[config.mk]
export PLATFORM = sky130hd
export DESIGN_NAME = pipe_stage_reg
export DESIGN_NICKNAME = d
export VERILOG_FILES = /design/src/rtl/pipe_stage_reg_pkg.sv /design/src/rtl/pipe_stage_reg_sat_counter.sv /design/src/rtl/pipe_stage_reg.sv
export SDC_FILE = /design/constraint.sdc
export NUM_CORES = 1
export LEC_CHECK = 0
export ABC_AREA = 1
export BUFFER_PORTS_ARGS = -buffer_cell sky130_fd_sc_hd__buf_2
export CORE_MARGIN = 3
export CORE_UTILIZATION = 38
export DETAILED_ROUTE_END_ITERATION = 8
export GPL_TIMING_DRIVEN = 0
export PLACE_DENSITY = 0.65
export SLEW_MARGIN = 10
export SYNTH_ARGS = -nofsm -noshare
export SYNTH_HDL_FRONTEND = slang
export SYNTH_SLANG_ARGS = --single-unit
[constraint.sdc]
create_clock -name clk -period 6.1 [get_ports clk]
set_clock_uncertainty 0.15 [all_clocks]
set_input_delay 0.915 -clock clk [delete_from_list [all_inputs] [get_ports clk]]
set_output_delay 0.915 -clock clk [all_outputs]
set_load 0.02 [all_outputs]
[src/rtl/pipe_stage_reg_pkg.sv]
// Shared constants and types for the pipeline stage register:
// stall-bus encoding, delay-slot flags, default bubble payload.
package pipe_stage_reg_pkg;

   localparam int unsigned STALL_W = 6;

   localparam logic STOP    = 1'b1;
   localparam logic NO_STOP = 1'b0;

   localparam logic IN_DELAY_SLOT     = 1'b1;
   localparam logic NOT_IN_DELAY_SLOT = 1'b0;

   localparam int unsigned NOP_PAYLOAD_W = 64;
   localparam logic [NOP_PAYLOAD_W-1:0] NOP_PAYLOAD = '0;

   typedef enum logic [1:0] {
      ACT_HOLD    = 2'd0,
      ACT_ADVANCE = 2'd1,
      ACT_BUBBLE  = 2'd2,
      ACT_FLUSH   = 2'd3
   } stage_act_e;

   // flush beats every stall combination; a stopped stage feeding a running
   // stage must inject a bubble so the same instruction is not issued twice
   function automatic stage_act_e decode_act(input logic flush,
                                             input logic s,
                                             input logic n);
      stage_act_e act;
      if (flush)
         act = ACT_FLUSH;
      else if (s == STOP && n == NO_STOP)
         act = ACT_BUBBLE;
      else if (s == NO_STOP)
         act = ACT_ADVANCE;
      else
         act = ACT_HOLD;
      return act;
   endfunction

endpackage

[src/rtl/pipe_stage_reg_sat_counter.sv]
// Saturating event counter with synchronous clear and async reset.
module sat_counter #(
   parameter int unsigned CNT_W = 16
) (
   input  logic             clk,
   input  logic             rst,
   input  logic             inc,
   input  logic             clr,
   output logic [CNT_W-1:0] cnt
);

   always_ff @(posedge clk or posedge rst) begin
      if (rst)
         cnt <= '0;
      else if (clr)
         cnt <= '0;
      else if (inc && (cnt != {CNT_W{1'b1}}))
         cnt <= cnt + CNT_W'(1);
   end

endmodule

[src/rtl/pipe_stage_reg.sv]
// Pipeline stage register with stall/bubble/flush handling, delay-slot
// tracking and saturating performance counters.
module pipe_stage_reg
   import pipe_stage_reg_pkg::*;
#(
   parameter int unsigned           PAYLOAD_W = 64,
   parameter int unsigned           STAGE     = 2,
   parameter logic [PAYLOAD_W-1:0]  NOP_VAL   = PAYLOAD_W'(NOP_PAYLOAD),
   parameter int unsigned           CNT_W     = 16
) (
   input  logic                 clk,
   input  logic                 rst,
   input  logic [STALL_W-1:0]   stall,
   input  logic                 flush,
   input  logic                 in_valid,
   input  logic [PAYLOAD_W-1:0] in_payload,
   input  logic                 in_delayslot,
   input  logic                 next_delayslot_i,
   input  logic                 cnt_clr,
   output logic                 out_valid,
   output logic [PAYLOAD_W-1:0] out_payload,
   output logic                 out_delayslot,
   output logic                 delayslot_o,
   output logic [CNT_W-1:0]     stall_cnt,
   output logic [CNT_W-1:0]     bubble_cnt,
   output logic [CNT_W-1:0]     flush_cnt
);

   if (STAGE > 4) begin : g_bad_stage
      $error("pipe_stage_reg: STAGE must be in 0..4");
   end

   logic       s_stop;
   logic       n_stop;
   stage_act_e act_c;
   logic       unused_stall;

   assign s_stop       = stall[STAGE];
   assign n_stop       = stall[STAGE+1];
   assign unused_stall = ^stall;

   always_comb begin
      act_c = ACT_HOLD;
      act_c = decode_act(flush, s_stop, n_stop);
   end

   always_ff @(posedge clk or posedge rst) begin
      if (rst) begin
         out_valid     <= 1'b0;
         out_payload   <= NOP_VAL;
         out_delayslot <= NOT_IN_DELAY_SLOT;
         delayslot_o   <= NOT_IN_DELAY_SLOT;
      end else begin
         case (act_c)
            ACT_FLUSH, ACT_BUBBLE: begin
               out_valid     <= 1'b0;
               out_payload   <= NOP_VAL;
               out_delayslot <= NOT_IN_DELAY_SLOT;
               delayslot_o   <= NOT_IN_DELAY_SLOT;
            end
            ACT_ADVANCE: begin
               out_valid     <= in_valid;
               out_payload   <= in_payload;
               out_delayslot <= in_delayslot;
               delayslot_o   <= next_delayslot_i;
            end
            default: ;
         endcase
      end
   end

   // stall time is counted even while bubbling; flushed edges are not stalls
   sat_counter #(.CNT_W(CNT_W)) u_stall_cnt (
      .clk (clk),
      .rst (rst),
      .inc (s_stop == STOP && !flush),
      .clr (cnt_clr),
      .cnt (stall_cnt)
   );

   sat_counter #(.CNT_W(CNT_W)) u_bubble_cnt (
      .clk (clk),
      .rst (rst),
      .inc (act_c == ACT_BUBBLE),
      .clr (cnt_clr),
      .cnt (bubble_cnt)
   );

   sat_counter #(.CNT_W(CNT_W)) u_flush_cnt (
      .clk (clk),
      .rst (rst),
      .inc (act_c == ACT_FLUSH),
      .clr (cnt_clr),
      .cnt (flush_cnt)
   );

endmodule

==> impl_metrics.env, run 1 <==
export IMPL_synth_fa_ha_area_frac=0.006376
export IMPL_leakagePower_nw=4.317
export IMPL_clk_pin_slew_ps=60
export IMPL_clock_latency_ps=410
export IMPL_min_path_type="register to register"
export IMPL_cts_setup_buffers=0
export IMPL_synth_area_mux_share=0
export IMPL_ioPinCount=192
export IMPL_cts_root_buffer="clkbuf_16"
export IMPL_crit_type="register to output port"
export IMPL_final_cell_area_um2=7740
export IMPL_hold_path_cell_count=2
export IMPL_worstMarginPinSlew_ps=595.3
export IMPL_wirelength_um=17320
export IMPL_worst_setup_path_start_kind="register"
export IMPL_maxCapViolCount=0
export IMPL_cp_num_buf_inv=1
export IMPL_numClockSinks=115
export IMPL_slowest_delay_ps=480
export IMPL_cts_resized=0
export IMPL_start_util=0.3960
export IMPL_tritoncts="yes"
export IMPL_busiest_layer="met2"
export IMPL_relSlewSlack=0.6031
export IMPL_fin_util=0.5207
export IMPL_finalWorstPathRequiredPeriod_ps=2175
export IMPL_synth_compound_area_frac=0.01254
export IMPL_rsz0062_at_grt="false"
export IMPL_synth_top_family_by_area="simple AND/OR/NAND/NOR gates"
export IMPL_antenna_found_initial=1
export IMPL_status="complete, no violations"
export IMPL_drtPass1Iterations=6
export IMPL_ys_seq_area_frac=0.4888
export IMPL_final_common_cell="nand2_1"
export IMPL_rows=44
export IMPL_critPathArrivalTime_ps=1110
export IMPL_syn_cell_area_um2=5887
export IMPL_antenna_left=0
export IMPL_cts_max_path_buffers=2
export IMPL_vias=5871
export IMPL_p_total_w=0.002090
export IMPL_synth_top_area_frac=0.4888
export IMPL_synth_top_area_cell="dfrtp_1"
export IMPL_antennaDiodeCount=0
export IMPL_numCtsBuffers=17
export IMPL_hold_viol_final=0
export IMPL_synth_xor_area_frac=0.03273
export IMPL_cp_required_ps=5030
export IMPL_gp_congestion=0.8831
export IMPL_final_cell_mix="248 x nand2_1, 204 x nand3_1, 191 x buf_2"
export IMPL_worstPathCellList="buf_2"
export IMPL_area_growth_pct=31.48
export IMPL_setup_violations=0
export IMPL_grt_util_all_layers=0.2059
export IMPL_drt_iter0_drc=301
export IMPL_gr_total_overflow=0
export IMPL_report_final_slew_viol_count=0
export IMPL_timing_setup_tns_ps=0
export IMPL_h_tree_depth=4
export IMPL_grt_util_met3=0.08130
export IMPL_grt_start_max_net_pins=70
export IMPL_met2_usage=0.3220
export IMPL_fmax_mhz=459.8
export IMPL_synth_warnings=0
export IMPL_reg2reg_slack_ps=4140
export IMPL_ctsHoldBuffers=0
export IMPL_critPathSlowestCell="dfrtp_1"
export IMPL_place_port_buffers=186
export IMPL_grt_pass1_wl_um=27700
export IMPL_path_depth=1
export IMPL_syn_nets=856
export IMPL_drc=0
export IMPL_drive_above_1_share=0.2412
export IMPL_critPathMaxFanout=7
export IMPL_fp_dieW_um=130.5
export IMPL_synthSimpleGateAreaFrac=0.4011
export IMPL_ys_types=21
export IMPL_met1_usage=0.2674
export IMPL_grt_pass1_vias=5449
export IMPL_cp_top_family="flip-flops"
export IMPL_place_hpwl_um=12710
export IMPL_irDropWorstVdd_mv=0.1725
export IMPL_synth_area_leaders="dfrtp_1 49%, nand3_1 17%, nand2_1 16%, nor2_1 3.3%, inv_1 3.0%"
export IMPL_syn_avg_cell_area_um2=7.586
export IMPL_wl_per_cell_um=14.69
export IMPL_dieArea_um2=17020
export IMPL_routed_via_density=4.980
export IMPL_ff2ff_path_depth=8
export IMPL_fp_dieH_um=130.5
export IMPL_syn_inst=776
export IMPL_cp_end_kind="output port"
export IMPL_period_share=0.3566
export IMPL_power_density_nw_per_um2=270.0
export IMPL_nets=1062
export IMPL_core_area_um2=14860
export IMPL_place_area_um2=7081
export IMPL_synth_seq_cells=115
cells in the mapped netlist:
cell type / instances
ha_1: 3
nand3_1: 204
nand4_1: 9
xnor2_1: 5
nor2_4: 2
o21ai_0: 13
nor2_1: 51
buf_2: 5
nand3b_1: 11
inv_1: 47
nand2_2: 1
o21ai_2: 1
nor2_2: 8
nand2_1: 248
dfrtp_1: 115
inv_2: 2
clkbuf_1: 21
buf_1: 10
xor2_1: 17
clkinv_1: 2
buf_6: 1
through the flow:
step	std cells	hold slack [ps]	worst slack (ps)
floorplan	776	461.1	1991
global placement	1146	328.0	468.2
detailed placement	1147	334.1	3544
CTS	1179	349.3	3911
global route	1179	368.3	3807
finish	1179	345.0	3925
layer usage:
layer	vias to the layer above	wire length, um
met5	-	13
met4	2	204
met3	20	1449
met2	170	7949
met1	2732	7699
li1	2947	-
where the power goes:
| part | internal, W | leakage [nW] | switching, W |
|---|---|---|---|
| combinational | 0.0000559 | 2.43 | 0.000127 |
| sequential | 0.000787 | 1.57 | 0.0000150 |
| clock | 0.000746 | 0.319 | 0.000360 |
area by class of cell:
cell class / instances / area [um2]
Buffer: 37 / 152.6
Clock buffer: 19 / 452.9
Clock inverter: 13 / 206.4
Fill cell: 1447 / 7124
Inverter: 51 / 196.4
Multi-Input combinational cell: 573 / 2665
Sequential cell: 115 / 2878
Tap cell: 184 / 230.2
Timing Repair Buffer: 187 / 958.4
worst register-to-register path: cells and delay by family, from the launching register on:
| family | cells | cell delay, ps |
|---|---|---|
| compound gates | 1 | 280 |
| fa+ha+maj | 1 | 250 |
| flops | 1 | 410 |
| simple gates | 6 | 750 |
state kept, by name, summed over array words and instances (netlist names):
| register | cells |
|---|---|
| out_payload | 64 |
| u_bubble_cnt.cnt | 16 |
| out_valid | 1 |
| u_stall_cnt.cnt | 16 |
| out_delayslot | 1 |
| u_flush_cnt.cnt | 16 |
| delayslot_o | 1 |
cell families (layout without fill, tap and decap cells):
kind of cell / after synthesis / in the layout
AOI/OAI and AO/OA: 14 / 14
xor gates and xnor gates: 22 / 22
adders and majority gates: 3 / 3
buffers and inverters: 88 / 307
DFF: 115 / 115
and+or+nand+nor: 534 / 534
worst paths after layout:
check                                    from             endpoint
setup / recovery           u_flush_cnt.cnt[2]         flush_cnt[2]
hold / removal                 out_payload[3]       out_payload[3]
setup reg to reg           u_flush_cnt.cnt[0]  u_flush_cnt.cnt[13]
hold reg to reg                out_payload[3]       out_payload[3]
max in group asynchronous                 rst  u_flush_cnt.cnt[14]
min in group asynchronous                 rst       out_payload[6]
Note: power is estimated with default switching activity, not from simulation.
==> run 2: changes to the inputs <==
Clock period 6.1 ns to 2.1 ns, I/O delays scaled along.
==> run 2 against run 1 <==
Effect of this change:
- non-clock buffer count grew 65
- power grew to 2.8 times the previous value
- die area unchanged
- sequential power grew to 2.9 times the previous value
- first-iteration DRC count is 18% higher
- clock power rose to 2.6 times the previous value
==> impl_metrics.env, run 2 (synthesis gave the netlist of run 1 again) <==
export IMPL_status="complete, no violations"
export IMPL_grt_pass1_wl_um=29840
export IMPL_fp_dieW_um=130.5
export IMPL_dieArea_um2=17020
export IMPL_drtPass1Iterations=4
export IMPL_final_common_cell="nand2_1"
export IMPL_cts_setup_buffers=0
export IMPL_cp_num_buf_inv=1
export IMPL_critPathMaxFanout=10
export IMPL_critPathArrivalTime_ps=2130
export IMPL_wirelength_um=18370
export IMPL_routed_via_density=5.025
export IMPL_drt_iter0_drc=354
export IMPL_core_area_um2=14860
export IMPL_place_worst_setup_slack_ps=155.5
export IMPL_vias=6251
export IMPL_drive_above_1_share=0.2266
export IMPL_grt_pass1_vias=5994
export IMPL_numClockSinks=115
export IMPL_fp_dieH_um=130.5
export IMPL_critPathSlowestCell="dfrtp_1"
export IMPL_top_register="out_payload"
export IMPL_grt_start_max_net_pins=35
export IMPL_nets=1127
export IMPL_gp_congestion=0.8732
export IMPL_cp_required_ps=2300
export IMPL_area_growth_pct=41.83
export IMPL_hold_slack_ps=24.66
export IMPL_dp_cells=1149
export IMPL_relSlewSlack=0.4742
export IMPL_grt_util_all_layers=0.2195
export IMPL_leakagePower_nw=4.552
export IMPL_crit_top_cell="nand2_1"
export IMPL_min_path_type="input pin to register"
export IMPL_gr_total_overflow=0
export IMPL_worst_setup_path_start_kind="register"
export IMPL_tritoncts="yes"
export IMPL_h_tree_depth=4
export IMPL_ioPinCount=192
export IMPL_clk_pin_slew_ps=60
export IMPL_period_share=0.9195
export IMPL_fmax_mhz=517.9
export IMPL_antenna_found_initial=0
export IMPL_report_final_slew_viol_count=0
export IMPL_power_density_nw_per_um2=704.9
export IMPL_setup_violations=0
export IMPL_cts_max_path_buffers=2
export IMPL_worstMarginPinSlew_ps=787.0
export IMPL_clock_latency_ps=410
export IMPL_drc=0
export IMPL_place_port_buffers=186
export IMPL_worstPathCellList="ha_1 -> nand2_1 -> nor2_2 -> nand2_2 -> nor2_2 -> nor2_4 -> nor2_4 -> buf_6 -> nand2_1 -> nand2_1"
export IMPL_irDropWorstVdd_mv=0.5059
export IMPL_crit_type="register to register"
export IMPL_cp_end_kind="register"
export IMPL_wl_per_cell_um=14.76
export IMPL_cp_top_family="simple AND/OR/NAND/NOR gates"
export IMPL_cts_root_buffer="clkbuf_16"
export IMPL_finalWorstPathRequiredPeriod_ps=1931
export IMPL_final_cell_mix="248 x nand2_1, 204 x nand3_1, 191 x buf_2"
export IMPL_hold_viol_final=0
export IMPL_maxCapViolCount=0
export IMPL_fin_cells=1244
export IMPL_numCtsBuffers=17
export IMPL_slowest_delay_ps=420
export IMPL_start_util=0.3960
export IMPL_rows=44
export IMPL_finalWorstSetupSlack_ps=169.1
export IMPL_antenna_left=0
export IMPL_place_hpwl_um=12940
export IMPL_largest_reg_flops=64
[run 2: cell count changes in the layout (fill, tap and decap cells not counted), sizes merged, moves of 2 or more]
| cell | previous run | this run |
|---|---|---|
| dlygate4sd3 | 0 | 63 |
| clkinv | 8 | 4 |
| clkbuf | 40 | 43 |
| clkinvlp | 2 | 5 |
| buf | 203 | 205 |
| bufinv | 5 | 3 |
[run 2: what timing repair did]
item                                    in CTS  in global routing
hold buffers                                63                  0
gates resized for setup                      0                  3
endpoints found under the setup margin       0                 13
hold endpoints to repair                    94                  0
[run 2: power breakdown]
part           total, W  switching [W]  internal (W)
clock           0.00292        0.00100       0.00192
sequential      0.00233      0.0000451       0.00229
combinational  0.000636       0.000391      0.000245
total           0.00589        0.00144       0.00445
[run 2: tightest hold or removal path: stages]
cell,delay (ps)
buf_2,80
nand3_1,80
nand2_1,80
[run 2: final timing paths]
kind                                    startpoint                  to  slack (ps)  cells after the start
worst max-delay path            u_flush_cnt.cnt[0]  u_flush_cnt.cnt[2]         170                     10
worst min-delay path                in_payload[33]     out_payload[33]          20                      3
worst max register to register  u_flush_cnt.cnt[0]  u_flush_cnt.cnt[2]         170                     10
worst min register to register     out_payload[59]     out_payload[59]         340                      2
max in group asynchronous                      rst  u_flush_cnt.cnt[4]         500                      5
min in group asynchronous                      rst      out_payload[8]         470                      3
[run 2: final cells by class]
| cell class | instances | area [um2] |
|---|---|---|
| Multi-Input combinational cell | 573 | 2675 |
| Timing Repair Buffer | 252 | 1622 |
| Buffer | 37 | 152.6 |
| Clock buffer | 22 | 464.2 |
| Clock inverter | 9 | 130.1 |
| Inverter | 51 | 195.2 |
| Antenna cell | 1 | 2.502 |
| Fill cell | 1377 | 6515 |
| Tap cell | 184 | 230.2 |
| Sequential cell | 115 | 2878 |
[run 2: through the flow]
| step | total power [W] | area [um2] | utilization | setup TNS, ps |
|---|---|---|---|---|
| floorplan | 0.002660 | 5891 | - | 0 |
| global route | 0.006088 | 8347 | 0.5615 | -21.80 |
| detailed placement | 0.002909 | 7112 | 0.4785 | 0 |
| finish | 0.005885 | 8349 | 0.5617 | 0 |
| global placement | 0.002894 | 7052 | 0.4744 | -70040 |
| CTS | 0.005918 | 8337 | 0.5609 | 0 |
[run 2: layer usage]
metal / global-route usage / vias up / wire [um]
met2: 0.3506 / 218 / 8722
li1: - / 3065 / -
met1: 0.2828 / 2943 / 7871
met3: 0.06870 / 25 / 1442
met4: 0.07864 / 0 / 330
met5: 0 / - / 0
==> run 3: changes to the inputs <==
Settings changed: ABC_AREA 1 to unset, PLACE_DENSITY 0.65 to 0.66.
==> run 3 against run 2 <==
Effect of this change:
- via count is 21% lower
- worst hold slack better by 1.3 ps
- critical path depth is 6 lower
- setup slack worse by 170 ps
- clock-buffer cell count is 5 lower
- power is 0.44% lower
- maximum frequency is 8.0% lower
- die area is 13% lower
- synthesized cell count is 43% lower
- flip-flop and latch count stayed put
- final area is 7.9% lower
==> impl_metrics.env, run 3 <==
export IMPL_min_path_type="input pin to register"
export IMPL_crit_type="register to register"
export IMPL_place_area_um2=6286
export IMPL_wl_met2_um=7975
export IMPL_grt_pass1_wl_um=25020
export IMPL_synth_top_area_cell="dfrtp_1"
export IMPL_tritoncts="yes"
export IMPL_grt_start_max_net_pins=41
export IMPL_ys_seq_area_frac=0.5680
export IMPL_dieArea_um2=14750
export IMPL_routed_via_density=5.441
export IMPL_power_density_nw_per_um2=762.4
export IMPL_vias=4968
export IMPL_antennaDiodeCount=0
export IMPL_fillers=1044
export IMPL_synth_area_leaders="dfrtp_1 57%, a22o_1 12%, a21oi_1 3.3%, o31ai_1 3.1%, or4_1 2.4%"
export IMPL_drive_above_1_share=0.3495
export IMPL_synthTopCellsByCount="115 x dfrtp_1, 67 x a22o_1, 33 x a21oi_1"
export IMPL_synth_most_common_cell="dfrtp_1"
export IMPL_share_comb_of_total_power=0.097
export IMPL_topRoutingLayerUsed="met4"
export IMPL_cts_root_buffer="clkbuf_16"
export IMPL_synth_warnings=0
export IMPL_gr_total_overflow=0
export IMPL_p_int_w=0.004421
export IMPL_syn_cell_area_um2=5066
export IMPL_core_area_um2=12820
export IMPL_numCtsBuffers=17
export IMPL_irDropWorstVdd_mv=0.4771
export IMPL_syn_inst=446
export IMPL_place_port_buffers=186
export IMPL_ioPinCount=192
export IMPL_rsz0062_at_grt="true"
export IMPL_start_util=0.3950
export IMPL_synth_xor_area_frac=0.003458
export IMPL_synth_top_area_frac=0.5680
export IMPL_area_growth_pct=51.72
export IMPL_critPathArrivalTime_ps=2220
export IMPL_synth_compound_area_frac=0.2119
export IMPL_endpoint="u_bubble_cnt.cnt[0]"
export IMPL_fp_dieH_um=121.5
export IMPL_met3_wirelength_um=1178
export IMPL_async_flop_share=1.000
export IMPL_top_register="out_payload"
export IMPL_antenna_left=0
export IMPL_leakagePower_nw=3.703
export IMPL_wl_per_cell_um=17.40
export IMPL_fp_dieW_um=121.5
export IMPL_drc=0
export IMPL_rows=41
export IMPL_drt_met1_wl_um=6506
export IMPL_numClockSinks=115
export IMPL_synth_top_family_by_area="compound AO/OA/AOI/OAI gates"
export IMPL_switchingPower_w=0.001439
export IMPL_drtPass1Iterations=5
export IMPL_ys_flop_type="dfrtp_1"
export IMPL_h_tree_depth=4
export IMPL_synth_edff_count=0
export IMPL_grt_pass1_vias=4987
export IMPL_ff2ff_path_depth=4
export IMPL_synth_area_mux_share=0.01704
export IMPL_syn_nets=526
export IMPL_critPathMaxFanout=8
export IMPL_final_cell_mix="193 x buf_2, 110 x dfrtp_1, 67 x a22o_1, 67 x dlygate4sd3_1, 33 x a21oi_1"
export IMPL_synth_fa_ha_area_frac=0.007409
export IMPL_maxCapViolCount=0
export IMPL_synth_seq_cells=115
export IMPL_place_hpwl_um=10410
export IMPL_dp_cells=807
export IMPL_synthSimpleGateAreaFrac=0.1660
export IMPL_nets=808
export IMPL_status="complete, no violations"
export IMPL_final_common_cell="buf_2"
export IMPL_clk_pin_slew_ps=50
export IMPL_p_seq_frac=0.399
export IMPL_fmax_mhz=476.7
export IMPL_report_final_slew_viol_count=0
export IMPL_relSlewSlack=0.5514
export IMPL_cp_required_ps=2230
export IMPL_cp_end_kind="register"
export IMPL_reg2reg_slack_ps=2
export IMPL_clock_latency_ps=400
export IMPL_drt_iter0_drc=254
export IMPL_r2r_start="u_bubble_cnt.cnt[7]"
export IMPL_worstMarginPinSlew_ps=667.3
export IMPL_hold_viol_final=0
export IMPL_cts_max_path_buffers=2
export IMPL_worst_setup_path_start_kind="register"
export IMPL_finalWorstPathRequiredPeriod_ps=2098
export IMPL_grt_util_all_layers=0.2125
export IMPL_fin_cells=913
export IMPL_gp_congestion=0.8426
export IMPL_largest_reg_flops=64
export IMPL_final_cell_area_um2=7686
export IMPL_wirelength_um=15890
export IMPL_timing_rr_end="u_bubble_cnt.cnt[0]"
export IMPL_setup_violations=0
export IMPL_period_share=0.9989
export IMPL_switching_share=0.2455
export IMPL_crit_start="u_bubble_cnt.cnt[7]"
export IMPL_antenna_found_initial=0
export IMPL_ys_types=45
export IMPL_clkPwrFrac=0.504
export IMPL_syn_avg_cell_area_um2=11.36
## run 3: cell types whose count changed after synthesis, moves of 11 or more
cell / delta
xor2_1: -15
nand3_1: -186
nor2_1: -31
nand2_1: -231
a21oi_1: +33
or4_1: +16
or3_1: +14
nand3b_1: -11
a22o_1: +67
o31ai_1: +21
inv_1: -40
## run 3: worst min-delay path by stage
stage | from | to | slack (ps) | depth (start not counted)
floorplan | in_payload[56] | out_payload[56] | 300 | 1
global placement | out_payload[60] | out_payload[60] | 340 | 1
detailed placement | rst | out_payload[22] | 240 | 2
CTS | in_payload[50] | out_payload[50] | 20 | 2
global route | in_payload[50] | out_payload[50] | 20 | 2
finish | in_payload[50] | out_payload[50] | 30 | 2
## run 3: cell families (layout without fill, tap and decap cells)
group | after synthesis | after routing
buffers and inverters | 33 | 328
adders and majority gates | 3 | 3
and+or+nand+nor | 143 | 143
muxes | 8 | 8
xor gates and xnor gates | 2 | 2
AOI/OAI and AO/OA | 142 | 142
DFF | 115 | 115
## run 3: critical path, stage by stage, from the launching register on
cell     delay (ps)
dfrtp_1         450
nand4_1         290
nor4_2          580
nor2_1          200
mux2_2          310
## run 3: power by group through the flow
| stage | Clock [W] | Combinational, W | Sequential (W) |
|---|---|---|---|
| after floorplan | 0 | 0.000159 | 0.00245 |
| after global placement | 0 | 0.000435 | 0.00237 |
| after global routing | 0.00310 | 0.000613 | 0.00234 |
| after detailed placement | 0 | 0.000462 | 0.00237 |
| after CTS | 0.00300 | 0.000561 | 0.00233 |
| final | 0.00296 | 0.000567 | 0.00234 |
## run 3: cell type report
cell class,instances,area (um2),area share
clock buffer,17,425.4,0.05535
tap,172,215.2,0.02800
clock inverter,15,182.7,0.02377
timing repair buffer,263,1722,0.2240
inverter,7,30.03,0.003907
sequential,115,2884,0.3752
buffer,26,106.4,0.01384
multi-input combinational,298,2121,0.2759
## run 3: layer usage
layer,up-vias,track usage
met5,-,0
met4,0,0.05602
met3,22,0.06340
met2,204,0.3748
met1,2436,0.2523
li1,2306,-
## run 3: repair_timing
action | CTS | global route
hold endpoints to repair | 86 | 0
pin swaps | 2 | 3
buffers inserted | 3 | 4
endpoints found under the setup margin | 8 | 27
hold buffers | 67 | 0
gates resized for setup | 5 | 8
## run 3: per-stage QoR
step                utilization  total power (W)  setup slack, ps  hold slack, ps  setup TNS, ps
floorplan                     -         0.002609           0.6346           297.5              0
global placement         0.4849         0.002804           -684.5           335.0         -64080
detailed placement       0.4901         0.002829           -165.2           238.6          -6158
CTS                      0.5941         0.005891           -21.71           23.29         -21.71
global route             0.5993         0.006058           -173.7           23.00         -811.0
finish                   0.5993         0.005860            2.212           25.95              0
